==> config.mk <==
export PLATFORM = sky130hd
export DESIGN_NAME = icon_xfer_engine
export DESIGN_NICKNAME = d
export VERILOG_FILES = /design/src/rtl/pkg_dtypes.sv /design/src/rtl/icon_xfer_fifo.sv /design/src/rtl/icon_xfer_engine.sv
export SDC_FILE = /design/constraint.sdc
export NUM_CORES = 1
export LEC_CHECK = 0
export CAP_MARGIN = 20
export CORE_MARGIN = 4
export CORE_UTILIZATION = 44
export DETAILED_ROUTE_END_ITERATION = 10
export PLACE_DENSITY_LB_ADDON = 0.05
export SETUP_SLACK_MARGIN = 0.15
export SYNTH_ARGS = -nofsm -noshare
export SYNTH_HDL_FRONTEND = slang
export SYNTH_SLANG_ARGS = --single-unit
==> constraint.sdc <==
create_clock -name clk -period 2.6 [get_ports clk]
set_input_delay 0.39 -clock clk [delete_from_list [all_inputs] [get_ports clk]]
set_output_delay 0.39 -clock clk [all_outputs]
set_load 0.005 [all_outputs]
==> src/rtl/pkg_dtypes.sv <==
// Shared datapath types for the interconnect transfer engine and its request FIFO.
// Pure declarations; no timing or backpressure of their own.
package pkg_dtypes;

    localparam int EU_ADDR_W = 8;
    localparam int EU_DATA_W = 16;

    typedef logic [EU_ADDR_W-1:0] type_exec_unit_addr;
    typedef logic [EU_DATA_W-1:0] type_exec_unit_data;

    typedef struct packed {
        type_exec_unit_addr addr;
        logic               valid;
        type_exec_unit_data data;
    } type_icon_tx_channel;

    typedef struct packed {
        logic success;
    } type_icon_rx_channel;

    typedef enum logic [1:0] {
        XFER_IDLE  = 2'd0,
        XFER_READ  = 2'd1,
        XFER_WRITE = 2'd2
    } type_xfer_state;

    typedef struct packed {
        type_exec_unit_addr src_addr;
        logic               dst_port;
    } type_xfer_req;

    // A disabled channel drives all-zero so idle buses stay quiet.
    function automatic type_icon_tx_channel tx_drive(input logic en,
                                                     input type_exec_unit_addr addr,
                                                     input type_exec_unit_data data);
        type_icon_tx_channel ch;
        ch = '0;
        if (en) begin
            ch.addr  = addr;
            ch.valid = 1'b1;
            ch.data  = data;
        end
        return ch;
    endfunction

endpackage

==> src/rtl/icon_xfer_fifo.sv <==
// Synchronous request FIFO; head visible combinationally, one-cycle push-to-head latency.
// Push refused while full, pop ignored while empty; simultaneous push/pop keeps occupancy.
module icon_xfer_fifo #(
    parameter int WIDTH = 8,
    parameter int DEPTH = 4
) (
    input  logic             clk,
    input  logic             reset,
    input  logic             push_vld,
    input  logic [WIDTH-1:0] push_dat,
    input  logic             pop_rdy,
    output logic [WIDTH-1:0] head_dat,
    output logic             full,
    output logic             empty
);

    localparam int AW = $clog2(DEPTH);

    logic [WIDTH-1:0] mem [DEPTH];
    logic [AW-1:0]    wr_ptr;
    logic [AW-1:0]    rd_ptr;
    logic [AW:0]      count;
    logic             do_push;
    logic             do_pop;

    assign full     = (count == (AW+1)'(DEPTH));
    assign empty    = (count == '0);
    assign do_push  = push_vld & ~full;
    assign do_pop   = pop_rdy & ~empty;
    assign head_dat = mem[rd_ptr];

    always_ff @(posedge clk) begin
        if (do_push) begin
            mem[wr_ptr] <= push_dat;
        end
    end

    always_ff @(posedge clk) begin
        if (reset) begin
            wr_ptr <= '0;
            rd_ptr <= '0;
            count  <= '0;
        end else begin
            if (do_push) begin
                wr_ptr <= wr_ptr + AW'(1);
            end
            if (do_pop) begin
                rd_ptr <= rd_ptr + AW'(1);
            end
            count <= count + (AW+1)'(do_push) - (AW+1)'(do_pop);
        end
    end

endmodule

==> src/rtl/icon_xfer_engine.sv <==
// Moves operands from a source EU tx buffer to a destination EU op0/op1 buffer via READ then WRITE.
// Read starts 2 cycles after acceptance; req_ready_o drops only when the request FIFO is full.
module icon_xfer_engine
    import pkg_dtypes::*;
#(
    parameter int FIFO_DEPTH  = 4,
    parameter int RETRY_LIMIT = 15
) (
    input  logic                clk,
    input  logic                reset,
    input  logic                req_valid_i,
    output logic                req_ready_o,
    input  type_exec_unit_addr  req_src_addr_i,
    input  logic                req_dst_port_i,
    output type_exec_unit_addr  icon_raddr_o,
    output logic                icon_rvalid_o,
    input  type_exec_unit_data  icon_rdata_i,
    input  logic                icon_rsuccess_i,
    output type_icon_tx_channel icon_w0_o,
    output type_icon_tx_channel icon_w1_o,
    input  type_icon_rx_channel icon_w0_rx_i,
    input  type_icon_rx_channel icon_w1_rx_i,
    output logic                err_o,
    output logic                busy_o,
    output logic [15:0]         xfer_count_o
);

    localparam int RW = $clog2(RETRY_LIMIT + 1);

    type_xfer_state     state;
    type_xfer_req       req_in;
    type_xfer_req       head;
    type_xfer_req       cur;
    type_exec_unit_data rd_buf;
    logic [RW-1:0]      retry;
    logic [15:0]        xfer_count;
    logic               err;
    logic               fifo_full;
    logic               fifo_empty;
    logic               pop;
    logic               rd_done;
    logic               rd_timeout;
    logic               wr_done;

    assign req_in = '{src_addr: req_src_addr_i, dst_port: req_dst_port_i};

    icon_xfer_fifo #(
        .WIDTH ($bits(type_xfer_req)),
        .DEPTH (FIFO_DEPTH)
    ) u_fifo (
        .clk      (clk),
        .reset    (reset),
        .push_vld (req_valid_i),
        .push_dat (req_in),
        .pop_rdy  (pop),
        .head_dat (head),
        .full     (fifo_full),
        .empty    (fifo_empty)
    );

    assign rd_done    = (state == XFER_READ) && icon_rsuccess_i;
    assign rd_timeout = (state == XFER_READ) && !icon_rsuccess_i && (retry == RW'(RETRY_LIMIT - 1));
    assign wr_done    = (state == XFER_WRITE) &&
                        (cur.dst_port ? icon_w1_rx_i.success : icon_w0_rx_i.success);

    // The next request is loaded on the same edge the current one retires.
    assign pop = !fifo_empty && ((state == XFER_IDLE) || rd_timeout || wr_done);

    always_ff @(posedge clk) begin
        if (reset) begin
            state      <= XFER_IDLE;
            cur        <= '0;
            rd_buf     <= '0;
            retry      <= '0;
            xfer_count <= '0;
            err        <= 1'b0;
        end else begin
            err <= rd_timeout;
            if (pop) begin
                cur <= head;
            end
            case (state)
                XFER_IDLE: begin
                    if (!fifo_empty) begin
                        state <= XFER_READ;
                    end
                end
                XFER_READ: begin
                    if (rd_done) begin
                        rd_buf <= icon_rdata_i;
                        retry  <= '0;
                        state  <= XFER_WRITE;
                    end else if (rd_timeout) begin
                        retry <= '0;
                        state <= fifo_empty ? XFER_IDLE : XFER_READ;
                    end else begin
                        retry <= retry + RW'(1);
                    end
                end
                XFER_WRITE: begin
                    if (wr_done) begin
                        xfer_count <= xfer_count + 16'd1;
                        state      <= fifo_empty ? XFER_IDLE : XFER_READ;
                    end
                end
                default: state <= XFER_IDLE;
            endcase
        end
    end

    assign req_ready_o   = ~fifo_full;
    assign icon_rvalid_o = (state == XFER_READ);
    assign icon_raddr_o  = icon_rvalid_o ? cur.src_addr : '0;
    assign icon_w0_o     = tx_drive((state == XFER_WRITE) && !cur.dst_port, cur.src_addr, rd_buf);
    assign icon_w1_o     = tx_drive((state == XFER_WRITE) &&  cur.dst_port, cur.src_addr, rd_buf);
    assign err_o         = err;
    assign busy_o        = (state != XFER_IDLE) || !fifo_empty;
    assign xfer_count_o  = xfer_count;

endmodule

==> results of run 1 <==
placed cells by master (no fill, tap or decap), drive strengths merged, types with 2 or more instances in the layout:
cell           netlist  final
xnor2                3      3
and3                26     26
nand2b               3      3
a21boi               2      2
mux4                 9      9
buf                  8     25
a311oi               2      2
nor2b                4      4
o31ai                5      5
o21ai                5      5
nand2               44     44
clkdlybuf4s50        0    106
edfxtp              36     36
and2                38     38
or4                  6      6
mux2i                2      2
nor2                18     18
a21oi               38     38
xor2                 7      7
clkinvlp             0      2
or3                  4      4
mux2                 2      2
o211ai               9      9
nand4                4      4
nand3               19     19
dfxtp               55     55
ha                   9      9
clkbuf              20      9
inv                 10     14
what timing repair did:
| action | CTS | global route |
|---|---|---|
| gates resized for setup | 8 | 17 |
| setup endpoints to repair | 10 | 68 |
| cloned | 0 | 1 |
| buffers inserted | 11 | 0 |
| pin swaps | 1 | 7 |
worst max path at each step:
| stage | cells after the start | start | end | slack [ns] |
|---|---|---|---|---|
| global route | 13 | retry[0] | u_fifo.count[2] | -0.08 |
| finish | 13 | retry[0] | u_fifo.count[2] | 0.17 |
| CTS | 4 | state[1] | icon_raddr_o[2] | 0.14 |
| detailed placement | 12 | icon_rsuccess_i | u_fifo.count[2] | -0.14 |
| global placement | 12 | icon_rsuccess_i | u_fifo.count[2] | -0.08 |
| floorplan | 14 | retry[0] | u_fifo.count[2] | 0.16 |
power by group:
part	switching, mW	internal [mW]
combinational	0.667	0.645
clock	0.549	0.373
sequential	0.169	1.69
layer usage:
metal / up-vias / global-route usage (%) / wire [µm]
met5: - / 0 / 0
met4: 0 / 4.59 / 87
met3: 8 / 3.52 / 412
met2: 79 / 30.7 / 4830
met1: 1534 / 24.0 / 4670
li1: 1656 / - / -
worst max-delay path: stages, from the launching register on:
cell and delay (ns):
dfxtp_2 0.34, inv_2 0.08, ha_4 0.13, nand4b_1 0.15, a211o_1 0.33, nand2_1 0.07
ha_1 0.22, inv_1 0.07, ha_2 0.17, inv_2 0.04, fa_2 0.36, xor2_2 0.16
xnor2_1 0.15, nor2_1 0.05
cells by family after synthesis:
logic type | share of synthesized area (%)
fa+ha+maj | 3.20
xor+xnor | 2.11
compound gates | 9.65
flops | 52.6
buf+inv | 3.80
mux | 5.91
simple gates | 22.8
synthesized netlist by cell type, types with 2 or more instances:
| master | n |
|---|---|
| and2_1 | 38 |
| buf_1 | 3 |
| clkbuf_1 | 20 |
| nand4_1 | 3 |
| buf_2 | 3 |
| mux4_2 | 9 |
| edfxtp_1 | 36 |
| nor2b_1 | 4 |
| o211ai_1 | 9 |
| xor2_1 | 7 |
| dfxtp_1 | 55 |
| or3_1 | 3 |
| nand3_1 | 19 |
| mux2_2 | 2 |
| o31ai_1 | 5 |
| a21oi_1 | 38 |
| inv_1 | 10 |
| or4_1 | 6 |
| nand2_1 | 44 |
| nor2_1 | 18 |
| nand2b_1 | 3 |
| and3_1 | 25 |
| mux2i_1 | 2 |
| xnor2_1 | 3 |
| a311oi_1 | 2 |
| o21ai_0 | 5 |
| ha_1 | 9 |
state kept, by name (all words and copies together), names as in the netlist:
signal	count
cur	9
err_o	1
rd_buf	16
retry	4
state	2
u_fifo.count	3
u_fifo.mem	36
u_fifo.rd_ptr	2
u_fifo.wr_ptr	2
xfer_count_o	16
final cells by class:
class / instances / share of cell area, %
multi-input combinational: 273 / 32.6
sequential: 91 / 38.5
timing repair buffer: 132 / 22.4
clock inverter: 7 / 1.14
tap: 111 / 2.44
clock buffer: 9 / 2.18
inverter: 10 / 0.726
per-stage QoR:
| step | area (µm²) | std cells |
|---|---|---|
| after floorplan | 4160 | 402 |
| after global placement | 5340 | 605 |
| after detailed placement | 5340 | 605 |
| after CTS | 5620 | 632 |
| after global routing | 5690 | 633 |
| final | 5690 | 633 |
==> reports/qor.yml, run 1 <==
synthesis:
  post-synth-top-area-cell: "dfxtp_1"
  synth_sequential_area_ratio_pct: 52.6
  synth.distinct_cells: 48
  synth_enable_flop_cells: 36
  netlist_area_before_placement_um2: 4150
  ys_ff_latch: 91
  synth_async_sr_flop_share_pct: 0
  postSynthNetCount: 443
  synth_top_cell_area_share_pct: 26.5
  synth-warning-count: 0
  post_synth_inst_count: 402
  ys_dominant_reg_cell: "dfxtp_1"
  post_synth.cell_area_avg_um2: 10.3
  synthTopCellsByArea: "dfxtp_1, edfxtp_1, and2_1, mux4_2, a21oi_1"
setup_path:
  crit_path_end_kind: "flip-flop"
  ff2ff_setup_slack_ns: 0.17
  r2r_cells: 13
  kind_of_critical_path: "reg -> reg"
  crit_path_start_kind: "flip-flop"
  worst_ep_arrival_time_ns: 2.66
  critical_path_required_ns: 2.83
  worstReg2RegStart: "retry[0]"
  crit-reg2reg-capture: "u_fifo.count[2]"
  worst-path-max-fanout: 3
min_path:
  whs_endpoint: "rd_buf[6]"
  min_from: "rd_buf[6]"
  worst_hold_path_type: "reg -> reg"
  min_path_cells: 2
drt:
  drtAntennaViolNets: 0
  route.vias.total: 3277
  route.final.wire_length_mm: 10.0
  drc: 0
  firstDrtPassIters: 5
  drt-wirelength-per-cell_um: 15.8
  detail_route.iter0.violations: 81
  post_drt_via_cell_ratio: 5.18
global_route:
  grt_max_degree: 33
  grt_antenna_before_repair: 0
  grt_pass1_vias: 3172
  grtUsageTotal_pct: 18.2
  grt_first_pass_wirelength_mm: 16.2
  grt_overflow_total: 0
sta:
  holdWs_ns: 0.467
  grt_setup_unrepaired: "true"
  finalHoldViolations: 0
  share_of_the_clock_period_used_by_the_worst_path_pct: 93.5
  timing.final.setup_violations: 0
  fin_worst_skew_ns: 0.0122
  timing.final.ws_setup_ns: 0.168
  fin_max_slew_vios: 0
  final.setup.tns_ns: 0
  layout_min_cycle_time_ns: 2.43
  slew_headroom_pct: 50.6
  fmax_mhz: 411
  worst_slew_pin_slew_ns: 0.739
clock_tree:
  cts_made_buffers: 9
  clock_sinks: 91
  ctsLongestPathBuffers: 2
  ctsHtreeMaxLevel: 3
  clk_pin_slew_ns: 0.10
  ctsHoldBuffers: 0
  worstSkewPairLatency_ns: 0.36
  cts_tree: "built"
  root_buffer: "clkbuf_8"
floorplan:
  die_height_um: 105
  design.portCount: 109
  row_count: 35
  design.die.area_um2: 11100
  die_w_um: 105
  design.core.area_um2: 9200
  floorplan.initialDensity_pct: 45.1
finish:
  n_fill_cell: 794
  regArea_um2: 2190
  synthToLayoutAreaGrowth_pct: 37.0
  num_antenna_cells: 0
  layout-drive-gt1-share_pct: 14.0
  fin_nets: 558
  utilization_pct: 61.8
  multiInputGateArea_um2: 1850
outcome:
  result_of_the_run: "complete, no violations"
run:
  drv.max_cap_violation_count: 0
power_and_ir_drop:
  p_leak_nw: 2.08
  p_total_mw: 4.10
  peakVddDrop_mv: 0.365
  power-per-cell-area_nw_per_um2: 720
placement:
  total_half_perimeter_wirelength_after_legalization_and_detailed_placement_mm: 6.97
  gp_routability_congestion: 0.776
  port_buffers: 108
  detailedPlace.worstSlack_ns: -0.135
(Power assumes the default switching activity.)
==> run 2: changes to the inputs <==
--- a/config.mk
+++ b/config.mk
@@ -5,6 +5,7 @@
 export SDC_FILE = /design/constraint.sdc
 export NUM_CORES = 1
 export LEC_CHECK = 0
+export ABC_AREA = 0
 export CAP_MARGIN = 20
 export CORE_MARGIN = 4
 export CORE_UTILIZATION = 44
==> results of run 2 <==
The final DEF is identical to that of run 1; final timing and power are the same.
